===== src/rtl/tile_feeder.sv =====
// tile_feeder
//   Read-side sequencer for the 4x4 operand memory. A start request launches a
//   pass that walks the four read columns in a diagonally skewed wavefront
//   (column c starts c cycles after column 0). Read data returned by the
//   asynchronous read port is registered into a per-lane valid/data stream
//   feeding the systolic array edge.
//
//   Optional build macro: TILE_FEEDER_REVERSE_EN
//     defined   -> each lane streams elements 3,2,1,0
//     undefined -> each lane streams elements 0,1,2,3
//
// Ports
//   clk, rst_n   system clock, asynchronous active-low reset
//   start        request one pass (sampled in IDLE and DONE)
//   abort        synchronous cancel of a pass in progress (RUN only)
//   busy         high while in RUN
//   done         one-cycle pulse after a completed pass
//   rd_enable    per-column read enable to memory
//   rd_elem      4x2-bit element select, column c at [2c+1:2c]
//   rd_data      memory read data, lane c at [(c+1)*DATA_WIDTH-1:c*DATA_WIDTH]
//   feed_valid   per-lane registered valid
//   feed_data    per-lane registered data, same packing as rd_data
module tile_feeder #(
  parameter int DATA_WIDTH = 8
) (
  input  logic                    clk,
  input  logic                    rst_n,
  input  logic                    start,
  input  logic                    abort,
  output logic                    busy,
  output logic                    done,
  output logic [3:0]              rd_enable,
  output logic [7:0]              rd_elem,
  input  logic [4*DATA_WIDTH-1:0] rd_data,
  output logic [3:0]              feed_valid,
  output logic [4*DATA_WIDTH-1:0] feed_data
);

  typedef enum logic [1:0] {
    S_IDLE = 2'd0,
    S_RUN  = 2'd1,
    S_DONE = 2'd2
  } state_t;

  state_t                  state_q, state_d;
  logic [2:0]              t_q, t_d;
  logic                    busy_q, busy_d;
  logic                    done_q, done_d;
  logic [3:0]              feed_valid_q, feed_valid_d;
  logic [4*DATA_WIDTH-1:0] feed_data_q, feed_data_d;

  logic [3:0]              rd_enable_c;
  logic [7:0]              rd_elem_c;
  logic [2:0]              lane_off;

  // Wavefront decode: lane c is active while c <= t <= c+3, element t-c.
  always_comb begin
    rd_enable_c = '0;
    rd_elem_c   = '0;
    lane_off    = '0;
    if (state_q == S_RUN) begin
      for (int unsigned c = 0; c < 4; c++) begin
        lane_off = t_q - 3'(c);
        if ((t_q >= 3'(c)) && (lane_off <= 3'd3)) begin
          rd_enable_c[c] = 1'b1;
`ifdef TILE_FEEDER_REVERSE_EN
          rd_elem_c[2*c +: 2] = 2'd3 - lane_off[1:0];
`else
          rd_elem_c[2*c +: 2] = lane_off[1:0];
`endif
        end
      end
    end
  end

  always_comb begin
    state_d      = state_q;
    t_d          = t_q;
    feed_valid_d = '0;
    feed_data_d  = '0;
    unique case (state_q)
      S_IDLE: begin
        t_d = '0;
        if (start) state_d = S_RUN;
      end
      S_RUN: begin
        if (abort) begin
          state_d = S_IDLE;
          t_d     = '0;
        end else begin
          // Read port is asynchronous: data for this cycle's address is
          // captured on this same edge.
          feed_valid_d = rd_enable_c;
          for (int unsigned c = 0; c < 4; c++) begin
            if (rd_enable_c[c]) begin
              feed_data_d[c*DATA_WIDTH +: DATA_WIDTH] = rd_data[c*DATA_WIDTH +: DATA_WIDTH];
            end
          end
          if (t_q == 3'd6) begin
            state_d = S_DONE;
            t_d     = '0;
          end else begin
            t_d = t_q + 3'd1;
          end
        end
      end
      S_DONE: begin
        t_d     = '0;
        state_d = start ? S_RUN : S_IDLE;
      end
      default: begin
        state_d = S_IDLE;
        t_d     = '0;
      end
    endcase
    // Status flags are registered copies of the next state so they line up
    // exactly with the state they describe.
    busy_d = (state_d == S_RUN);
    done_d = (state_d == S_DONE);
  end

  always_ff @(posedge clk or negedge rst_n) begin
    if (!rst_n) begin
      state_q      <= S_IDLE;
      t_q          <= '0;
      busy_q       <= 1'b0;
      done_q       <= 1'b0;
      feed_valid_q <= '0;
      feed_data_q  <= '0;
    end else begin
      state_q      <= state_d;
      t_q          <= t_d;
      busy_q       <= busy_d;
      done_q       <= done_d;
      feed_valid_q <= feed_valid_d;
      feed_data_q  <= feed_data_d;
    end
  end

  assign busy       = busy_q;
  assign done       = done_q;
  assign rd_enable  = rd_enable_c;
  assign rd_elem    = rd_elem_c;
  assign feed_valid = feed_valid_q;
  assign feed_data  = feed_data_q;

endmodule

===== config.mk =====
export PLATFORM = sky130hd
export DESIGN_NAME = tile_feeder
export DESIGN_NICKNAME = d
export VERILOG_FILES = /design/src/rtl/tile_feeder.sv
export SDC_FILE = /design/constraint.sdc
export NUM_CORES = 1
export LEC_CHECK = 0
export CAP_MARGIN = 10
export CELL_PAD_IN_SITES_DETAIL_PLACEMENT = 0
export CELL_PAD_IN_SITES_GLOBAL_PLACEMENT = 2
export CORE_ASPECT_RATIO = 1.1
export CORE_MARGIN = 10
export CORE_UTILIZATION = 23
export CTS_BUF_LIST = sky130_fd_sc_hd__clkbuf_4
export DETAILED_ROUTE_END_ITERATION = 12
export PLACE_DENSITY = 0.85
export SYNTH_ARGS = -nofsm -noshare
export SYNTH_HDL_FRONTEND = slang
export SYNTH_SLANG_ARGS = --single-unit

===== constraint.sdc =====
create_clock -name clk -period 2.17 [get_ports clk]
set_clock_uncertainty 0.05 [all_clocks]
set_input_delay 0.5425 -clock clk [delete_from_list [all_inputs] [get_ports clk]]
set_output_delay 0.5425 -clock clk [all_outputs]
set_load 0.01 [all_outputs]

==> results.sh, run 1 <==
export IMPL_gr_max_usage_layer="met2"
export IMPL_avgSynthCellArea_um2=12.4
export IMPL_die_area_um2=11600
export IMPL_wl_per_cell_um=14.0
export IMPL_drt_iter0_markers=36
export IMPL_first_pass_iters=4
export IMPL_p_sw_mw=0.413
export IMPL_io_pins=86
export IMPL_peakVddDrop_mv=0.206
export IMPL_clk_latency_ns=0.33
export IMPL_h_tree_depth=2
export IMPL_hold_ws_ns=0.0993
export IMPL_antenna_cells=0
export IMPL_ys_top_cells_by_area="dfrtp_1, and2_1, ha_1"
export IMPL_mostFrequentLayoutCells="clkdlybuf4s50_1, dfrtp_1, buf_4"
export IMPL_yosysSeqAreaShare_pct=60.8
export IMPL_max_slew_margin_pct=67.2
export IMPL_max_cap_violations=0
export IMPL_max_freq_mhz=401
export IMPL_fillers=724
export IMPL_grt_use_met3_pct=2.57
export IMPL_hold_buffers=0
export IMPL_root_buffer="clkbuf_4"
export IMPL_dp_hpwl_um=4200
export IMPL_ys_ff_latch=43
export IMPL_p_seq_share_pct=51.4
export IMPL_clkTransAtPathRegs_ns=0.12
export IMPL_core_area_um2=7470
export IMPL_nNetsFinal=321
export IMPL_power_leakage_nw=1.50
export IMPL_period_share_pct=115
export IMPL_drt_wl_total_um=5330
export IMPL_final_setup_viol_count=12
export IMPL_drv_slew=0
export IMPL_grt_antenna_before_repair=0
export IMPL_placed_area_um2=3040
export IMPL_row_count=33
export IMPL_synthesis_yosys_warnings=0
export IMPL_fin_area_um2=3300
export IMPL_area_growth_pct=86.5
export IMPL_clockBufferDepth=2
export IMPL_yosysUniqueCellTypes=28
export IMPL_avgViaCountPerCell=3.96
export IMPL_tightest_slew_ns=0.491
export IMPL_arrival_ns=1.90
export IMPL_synth_top_cell_area_share_pct=60.8
export IMPL_grt_overflow_total=0
export IMPL_vias=1507
export IMPL_fin_setup_tns_ns=-3.16
export IMPL_crit_type="reg2out"
export IMPL_intPower_mw=1.21
export IMPL_syn_num_nets=189
export IMPL_status="finished, violations left"
export IMPL_p_comb_share_pct=24.8
export IMPL_yosys_area_top_type="dfrtp_1"
export IMPL_dieHeight_um=112
export IMPL_portBuffers=85
export IMPL_ant_nets=0
export IMPL_cp_start_kind="flop"
export IMPL_initial_utilization_pct=23.7
export IMPL_critPathMaxFanout=4
export IMPL_rsz0062_at_grt="yes"
export IMPL_hp_class="in2async"
export IMPL_cts_tree="done"
export IMPL_required_ns=1.58
export IMPL_clkSinkCount=43
export IMPL_final_util_pct=44.2
export IMPL_drc=0
export IMPL_hold_viol=0
export IMPL_final_common_cell="clkdlybuf4s50_1"
export IMPL_grt_max_degree=24
export IMPL_post_route_min_period_ns=2.50
export IMPL_end_kind="output pin"
export IMPL_pwr_share_clk_pct=23.8
export IMPL_seqCellArea_um2=1080
export IMPL_numCtsBuffers=5
export IMPL_p_sw_share_pct=25.5
export IMPL_p_per_area_nw_per_um2=491
export IMPL_multi_input_area_um2=772
export IMPL_netlist_area_um2=1770
export IMPL_grt_pass1_wl_um=8620
export IMPL_die_x_um=104
export IMPL_violations="negative setup slack"
export IMPL_grtUsageMet2_pct=16.6
export IMPL_layout_drive_gt1_share_pct=34.1
export IMPL_dp_slack_ns=-0.415
export IMPL_grt_pass1_vias=1674
export IMPL_grt_use_total_pct=9.13
export IMPL_grt_util_met1_pct=9.80
export IMPL_syn_instance_count=143
export IMPL_place_gp_congestion=0.719
export IMPL_worst_slack_ns=-0.326
final timing paths:
kind | startpoint | to | slack [ns] | cells past startpoint
setup / recovery | t_q[1] | rd_elem[5] | -0.33 | 8
setup reg to reg | t_q[1] | feed_data[16] | 0.15 | 8
max in group asynchronous | rst_n | t_q[0] | 1.46 | 2
hold / removal | rst_n | feed_data[30] | 0.1 | 1
hold reg to reg | state_q[0] | state_q[0] | 0.47 | 1
min in group clk | state_q[0] | state_q[0] | 0.47 | 1
sequential cells by signal, indices dropped and copies added (netlist names):
name / count
feed_data: 32
state_q: 2
busy: 1
feed_valid: 4
t_q: 3
done: 1
layout make-up:
class,instances,area share [%]
Clock buffer,7,1.59
Clock inverter,1,0.152
Inverter,13,1.78
Multi-Input combinational cell,83,23.4
Sequential cell,43,32.6
Tap cell,105,3.98
Timing Repair Buffer,129,36.5
critical path, cell delays in order, from the launching register on:
cell and delay, ns:
dfrtp_1 0.40, buf_6 0.12, inv_6 0.04, buf_12 0.12, ha_1 0.19, and3b_4 0.19
a211oi_4 0.23, and2_1 0.18, buf_6 0.11
synth_stat cells:
library cell / count
clkbuf_1: 3
and3b_4: 1
a21oi_1: 1
and2_1: 27
a2111oi_4: 1
a31o_2: 1
nor3_1: 4
nand3b_1: 1
o21ai_0: 2
nand2b_4: 1
and2_2: 1
nor2_1: 8
dfrtp_1: 43
nor3b_1: 1
a21o_1: 1
nor4b_1: 1
xnor2_1: 1
a21o_2: 1
buf_6: 1
ha_1: 10
inv_1: 13
a211oi_1: 2
a21oi_2: 1
nor4b_4: 1
or3b_1: 1
nand2b_1: 5
nor4_1: 8
nand2_1: 2
per-layer routing:
| layer | part of all wire, % | wire length [um] | vias up |
|---|---|---|---|
| li1 | - | - | 724 |
| met3 | 4.6 | 247 | 4 |
| met5 | 0 | 0 | - |
| met2 | 54 | 2890 | 43 |
| met1 | 40 | 2120 | 736 |
| met4 | 1.2 | 65 | 0 |
what timing repair did:
| item | 4_1_cts | 5_1_grt |
|---|---|---|
| gates resized for setup | 73 | 16 |
| endpoints found under the hold margin | 0 | 0 |
| pin swaps | 9 | 7 |
| buffers inserted | 7 | 5 |
| setup endpoints to repair | 12 | 12 |
stage by stage:
stage	instances	power [mW]
final	381	1.62
after global routing	381	1.73
after CTS	376	1.63
after detailed placement	361	1.20
after global placement	361	1.19
after floorplan	143	0.972
kinds of logic after synthesis:
family / count (synthesis) / synth area share, %
XOR/XNOR: 1 / 0.495
buffers and inverters: 17 / 4.03
AND/OR/NAND/NOR: 62 / 22.5
AO/OA/AOI/OAI: 10 / 5.16
adder cells (fa/ha/maj): 10 / 7.07
flip-flops: 43 / 60.8
power groups by stage:
stage | combinational, mW | sequential (mW) | clock [mW]
2_1_floorplan | 0.115 | 0.857 | 0
3_3_place_gp | 0.342 | 0.849 | 0
3_5_place_dp | 0.347 | 0.850 | 0
4_1_cts | 0.380 | 0.833 | 0.418
5_1_grt | 0.440 | 0.838 | 0.450
6_report | 0.402 | 0.834 | 0.385
Power figures use the tool's default switching activity.
==> run 2, diff against run 1 <==
--- a/config.mk
+++ b/config.mk
@@ -8,7 +8,7 @@
 export CAP_MARGIN = 10
 export CELL_PAD_IN_SITES_DETAIL_PLACEMENT = 0
 export CELL_PAD_IN_SITES_GLOBAL_PLACEMENT = 2
-export CORE_ASPECT_RATIO = 1.1
+export CORE_ASPECT_RATIO = 0.8
 export CORE_MARGIN = 10
 export CORE_UTILIZATION = 23
 export CTS_BUF_LIST = sky130_fd_sc_hd__clkbuf_4
==> constraint.sdc (replaced) <==
create_clock -name clk -period 2.17 [get_ports clk]
set_clock_uncertainty 0.05 [all_clocks]
set_input_delay 0.3255 -clock clk [delete_from_list [all_inputs] [get_ports clk]]
set_output_delay 0.3255 -clock clk [all_outputs]
set_load 0.01 [all_outputs]
==> run 2 against run 1 <==
The run still ends with negative setup slack left. Non-clock buffer count unchanged. Count of clock-buffer cells in the layout decreased by 1. Cell count unchanged. First-iteration DRC count increased by 97%. Setup slack improved by 0.18 ns. Wire length increased by 1.8%. Global-route usage increased by 0.34 points. Critical path depth unchanged. Sequential cell count unchanged. Critical path type unchanged. Largest cell class unchanged.
==> results.sh, run 2 (synthesis results as in run 1) <==
export IMPL_drt_iter0_markers=71
export IMPL_cts_tree="done"
export IMPL_largest_register_ffs=32
export IMPL_gr_max_usage_layer="met2"
export IMPL_ant_nets=0
export IMPL_first_pass_iters=3
export IMPL_vias=1480
export IMPL_power_leakage_nw=1.49
export IMPL_grt_util_met1_pct=10.8
export IMPL_path_common_cell="buf_6"
export IMPL_initial_utilization_pct=23.8
export IMPL_drv_slew=0
export IMPL_grt_use_total_pct=9.47
export IMPL_max_slew_margin_pct=67.2
export IMPL_antenna_cells=0
export IMPL_period_share_pct=107
export IMPL_clkTransAtPathRegs_ns=0.14
export IMPL_drc=0
export IMPL_max_freq_mhz=432
export IMPL_dp_hpwl_um=4290
export IMPL_crit_chain="buf_6 > inv_8 > ha_4 > and3b_4 > a211oi_2 > buf_4 > and2_4 > buf_6"
export IMPL_critPathMaxFanout=6
export IMPL_rsz0062_at_grt="yes"
export IMPL_clk_latency_ns=0.35
export IMPL_numCtsBuffers=5
export IMPL_violations="negative setup slack"
export IMPL_row_count=28
export IMPL_core_area_um2=7430
export IMPL_grt_overflow_total=0
export IMPL_placed_area_um2=2960
export IMPL_io_pins=86
export IMPL_hold_ws_ns=0.358
export IMPL_grtUsageMet2_pct=16.4
export IMPL_finalPower_mw=1.61
export IMPL_final_common_cell="clkdlybuf4s50_1"
export IMPL_max_cap_violations=0
export IMPL_area_growth_pct=85.3
export IMPL_post_route_min_period_ns=2.32
export IMPL_tightest_slew_ns=0.490
export IMPL_fin_setup_tns_ns=-0.658
export IMPL_hp_class="in2async"
export IMPL_cp_start_kind="flop"
export IMPL_crit_type="reg2out"
export IMPL_root_buffer="clkbuf_4"
export IMPL_clkSinkCount=43
export IMPL_wl_per_cell_um=14.2
export IMPL_final_setup_viol_count=7
export IMPL_cp_top_family="buffers and inverters"
export IMPL_die_area_um2=11600
export IMPL_status="finished, violations left"
export IMPL_grt_pass1_wl_um=8920
export IMPL_drt_wl_total_um=5420
export IMPL_end_kind="output pin"
export IMPL_hold_viol=0
export IMPL_grt_use_met3_pct=3.76
export IMPL_clockBufferDepth=2
export IMPL_grt_max_degree=18
export IMPL_cp_slowest_cell="dfrtp_1"
export IMPL_place_gp_congestion=0.756
export IMPL_nNetsFinal=321
export IMPL_mostFrequentLayoutCells="clkdlybuf4s50_1, dfrtp_1, buf_4"
export IMPL_dieHeight_um=98.5
export IMPL_p_per_area_nw_per_um2=492
export IMPL_avgViaCountPerCell=3.88
export IMPL_max_stage_delay_ns=0.45
export IMPL_grt_pass1_vias=1650
export IMPL_required_ns=1.79
export IMPL_arrival_ns=1.94
export IMPL_grt_antenna_before_repair=0
export IMPL_portBuffers=85
export IMPL_path_buf_inv=4
export IMPL_peakVddDrop_mv=0.248
export IMPL_fin_area_um2=3280
export IMPL_worst_slack_ns=-0.146
export IMPL_layout_drive_gt1_share_pct=34.4
export IMPL_die_x_um=118
export IMPL_h_tree_depth=2
-- run 2: changes by cell type in the layout (fill, tap and decap cells not counted), sizes merged --
cell         delta
buf             -1
clkbuf          -1
clkinv          +1
dlygate4sd3     +1
-- run 2: worst register-to-register path, cell delays in order, from the launching register on --
cell and delay, ns:
dfrtp_1 0.44, buf_6 0.14, inv_8 0.05, ha_4 0.25, nand3b_1 0.11, buf_4 0.16
buf_6 0.11, buf_6 0.10, buf_6 0.10, a2111oi_4 0.29, buf_4 0.19, and2_4 0.14
-- run 2: metrics by stage --
step                      setup WS [ns]  utilization (%)  std cells
after detailed placement         -0.316             39.8        360
after CTS                        -0.164             43.2        380
after global routing             -0.228             44.2        381
after global placement           -0.215             39.8        360
after floorplan                  0.0156                -        143
final                            -0.146             44.2        381
-- run 2: what timing repair did --
| action | 4_1_cts | 5_1_grt |
|---|---|---|
| hold buffers | 1 | 0 |
| pin swaps | 16 | 5 |
| setup buffers | 11 | 1 |
| endpoints found under the setup margin | 12 | 20 |
| hold endpoints to repair | 15 | 0 |
| gates resized for setup | 83 | 11 |
| gates cloned | 1 | 0 |
-- run 2: where the power goes --
| group | switching, mW | total [mW] | internal [mW] |
|---|---|---|---|
| clock network | 0.257 | 0.395 | 0.138 |
| registers | 0.0117 | 0.834 | 0.823 |
| logic | 0.163 | 0.383 | 0.220 |
| total | 0.431 | 1.61 | 1.18 |
-- run 2: path summary, 6_finish.rpt --
path / start / end / slack [ns] / cells past startpoint
worst max-delay path: t_q[1] / rd_elem[5] / -0.15 / 8
worst min register to register: state_q[0] / busy / 0.48 / 1
worst min-delay path: rst_n / t_q[1] / 0.36 / 2
min in group clk: rd_data[15] / feed_data[15] / 0.42 / 3
worst max register to register: t_q[1] / feed_data[17] / 0.01 / 11
max in group asynchronous: rst_n / feed_data[20] / 1.17 / 3
-- run 2: cell type report --
cell class                 instances  area (um^2)
sequential                        43         1080
clock inverter                     2         12.5
inverter                          13         56.3
multi-input combinational         83          800
clock buffer                       6         45.0
tap                              105          131
timing repair buffer             129         1160
fill                             733         4150
-- run 2: per-layer routing --
layer / vias to the layer above / wire length (um) / part of all wire, %
li1: 725 / - / -
met1: 696 / 2320 / 43
met2: 52 / 2670 / 49
met3: 7 / 393 / 7.2
met4: 0 / 43 / 0.79
met5: - / 0 / 0
==> run 3, diff against run 2 <==
--- a/config.mk
+++ b/config.mk
@@ -10,10 +10,11 @@
 export CELL_PAD_IN_SITES_GLOBAL_PLACEMENT = 2
 export CORE_ASPECT_RATIO = 0.8
 export CORE_MARGIN = 10
-export CORE_UTILIZATION = 23
+export CORE_UTILIZATION = 27
 export CTS_BUF_LIST = sky130_fd_sc_hd__clkbuf_4
 export DETAILED_ROUTE_END_ITERATION = 12
-export PLACE_DENSITY = 0.85
+export GPL_ROUTABILITY_DRIVEN = 0
+export PLACE_DENSITY = 0.93
 export SYNTH_ARGS = -nofsm -noshare
 export SYNTH_HDL_FRONTEND = slang
 export SYNTH_SLANG_ARGS = --single-unit
==> constraint.sdc (replaced) <==
create_clock -name clk -period 2.7 [get_ports clk]
set_clock_uncertainty 0.05 [all_clocks]
set_input_delay 0.405 -clock clk [delete_from_list [all_inputs] [get_ports clk]]
set_output_delay 0.405 -clock clk [all_outputs]
set_load 0.01 [all_outputs]
==> run 3 against run 2 <==
The run now ends clean. Die area fell by 12%. Setup slack improved by 0.35 ns. Via count fell by 9.1%. Sequential cell count did not move.
==> results.sh, run 3 (synthesis results as in run 1) <==
export IMPL_fin_cells=329
export IMPL_max_freq_mhz=401
export IMPL_dieHeight_um=92.4
export IMPL_final_util_pct=46.0
export IMPL_status="complete, no violations"
export IMPL_final_setup_viol_count=0
export IMPL_peakVddDrop_mv=0.302
export IMPL_antenna_cells=0
export IMPL_grt_overflow_total=0
export IMPL_hp_class="in2async"
export IMPL_drt_iter0_markers=38
export IMPL_largest_register_ffs=32
export IMPL_initial_utilization_pct=27.8
export IMPL_max_cap_violations=0
export IMPL_grt_antenna_before_repair=0
export IMPL_first_pass_iters=4
export IMPL_die_x_um=111
export IMPL_cp_start_kind="flop"
export IMPL_critPathMaxFanout=4
export IMPL_drt_wl_total_um=4820
export IMPL_grt_use_met3_pct=4.13
export IMPL_row_count=26
export IMPL_crit_type="reg2out"
export IMPL_end_kind="output pin"
export IMPL_p_per_area_nw_per_um2=437
export IMPL_gr_max_usage_layer="met2"
export IMPL_post_route_min_period_ns=2.49
export IMPL_ant_nets=0
export IMPL_clkTransAtPathRegs_ns=0.13
export IMPL_clockBufferDepth=2
export IMPL_fin_setup_tns_ns=0
export IMPL_root_buffer="clkbuf_4"
export IMPL_wl_per_cell_um=14.7
export IMPL_area_growth_pct=65.6
export IMPL_portBuffers=85
export IMPL_drc=0
export IMPL_clkSinkCount=43
export IMPL_power_leakage_nw=1.40
export IMPL_clk_latency_ns=0.33
export IMPL_grt_pass1_vias=1495
export IMPL_tightest_slew_ns=0.906
export IMPL_hold_viol=0
export IMPL_core_area_um2=6380
export IMPL_hold_ws_ns=0.131
export IMPL_grt_use_total_pct=9.37
export IMPL_dp_slack_ns=0.0860
export IMPL_max_slew_margin_pct=39.6
export IMPL_dp_hpwl_um=3820
export IMPL_io_pins=86
export IMPL_numCtsBuffers=5
export IMPL_fillers=627
export IMPL_final_common_cell="clkdlybuf4s50_1"
export IMPL_period_share_pct=92.4
export IMPL_h_tree_depth=2
export IMPL_worst_slack_ns=0.206
export IMPL_required_ns=2.25
export IMPL_rsz0062_at_grt="no"
export IMPL_grt_pass1_wl_um=7790
export IMPL_arrival_ns=2.04
export IMPL_mostFrequentLayoutCells="clkdlybuf4s50_1, dfrtp_1, and2_1"
export IMPL_grt_max_degree=44
export IMPL_grtUsageMet2_pct=16.1
export IMPL_nNetsFinal=290
export IMPL_cts_tree="done"
export IMPL_grt_util_met1_pct=10.5
export IMPL_vias=1346
export IMPL_drv_slew=0
export IMPL_layout_drive_gt1_share_pct=15.9
export IMPL_avgViaCountPerCell=4.09
export IMPL_dp_cells=315
export IMPL_die_area_um2=10200
-- run 3: changes by cell type in the layout (fill, tap and decap cells not counted), moves of 7 or more --
cell	delta
buf_4	-24
buf_2	-9
buf_6	-9
ha_1	+8
dlygate4sd2_1	+7
-- run 3: critical path: stages, from the launching register on --
cell	delay [ns]
dfrtp_2	0.45
ha_1	0.20
ha_1	0.21
a211oi_2	0.34
nor4_4	0.08
and2_1	0.16
dlygate4sd2_1	0.28
-- run 3: what timing repair did --
item	CTS	global route
endpoints found under the setup margin	11	5
pin swaps	1	1
resized for setup	18	7
hold buffers	0	0
buffers inserted	6	0
-- run 3: metrics by stage --
step           power (mW)  cell area, um^2
2_1_floorplan       0.771             1770
3_3_place_gp        0.902             2750
3_5_place_dp        0.904             2750
4_1_cts              1.31             2910
5_1_grt              1.36             2930
6_report             1.28             2930
-- run 3: cell type report --
class | count | area, um^2 | area share [%]
well taps | 84 | 105 | 3.59
flip-flops and latches | 43 | 1080 | 36.8
multi-input cells | 83 | 676 | 23.0
repair buffers | 98 | 947 | 32.3
clock buffers | 5 | 37.5 | 1.28
inverters | 13 | 48.8 | 1.66
clock inverters | 3 | 38.8 | 1.32
-- run 3: path summary, 6_finish.rpt --
path,from,endpoint,slack (ns),cells after the start
hold reg to reg,state_q[0],state_q[0],0.49,1
hold / removal,rst_n,feed_data[16],0.13,1
setup reg to reg,t_q[1],feed_data[22],0.79,6
max in group asynchronous,rst_n,t_q[2],1.83,1
min in group clk,state_q[0],state_q[0],0.49,1
setup / recovery,t_q[0],rd_elem[7],0.21,6
-- run 3: power breakdown --
| group | internal [mW] | switching [mW] |
|---|---|---|
| clock network | 0.191 | 0.191 |
| registers | 0.661 | 0.00870 |
| logic | 0.121 | 0.108 |
-- run 3: routing by layer --
layer	vias to the layer above	wire length [um]
met2	49	2380
met3	2	357
met4	0	23
met5	-	0
met1	631	2070
li1	664	-
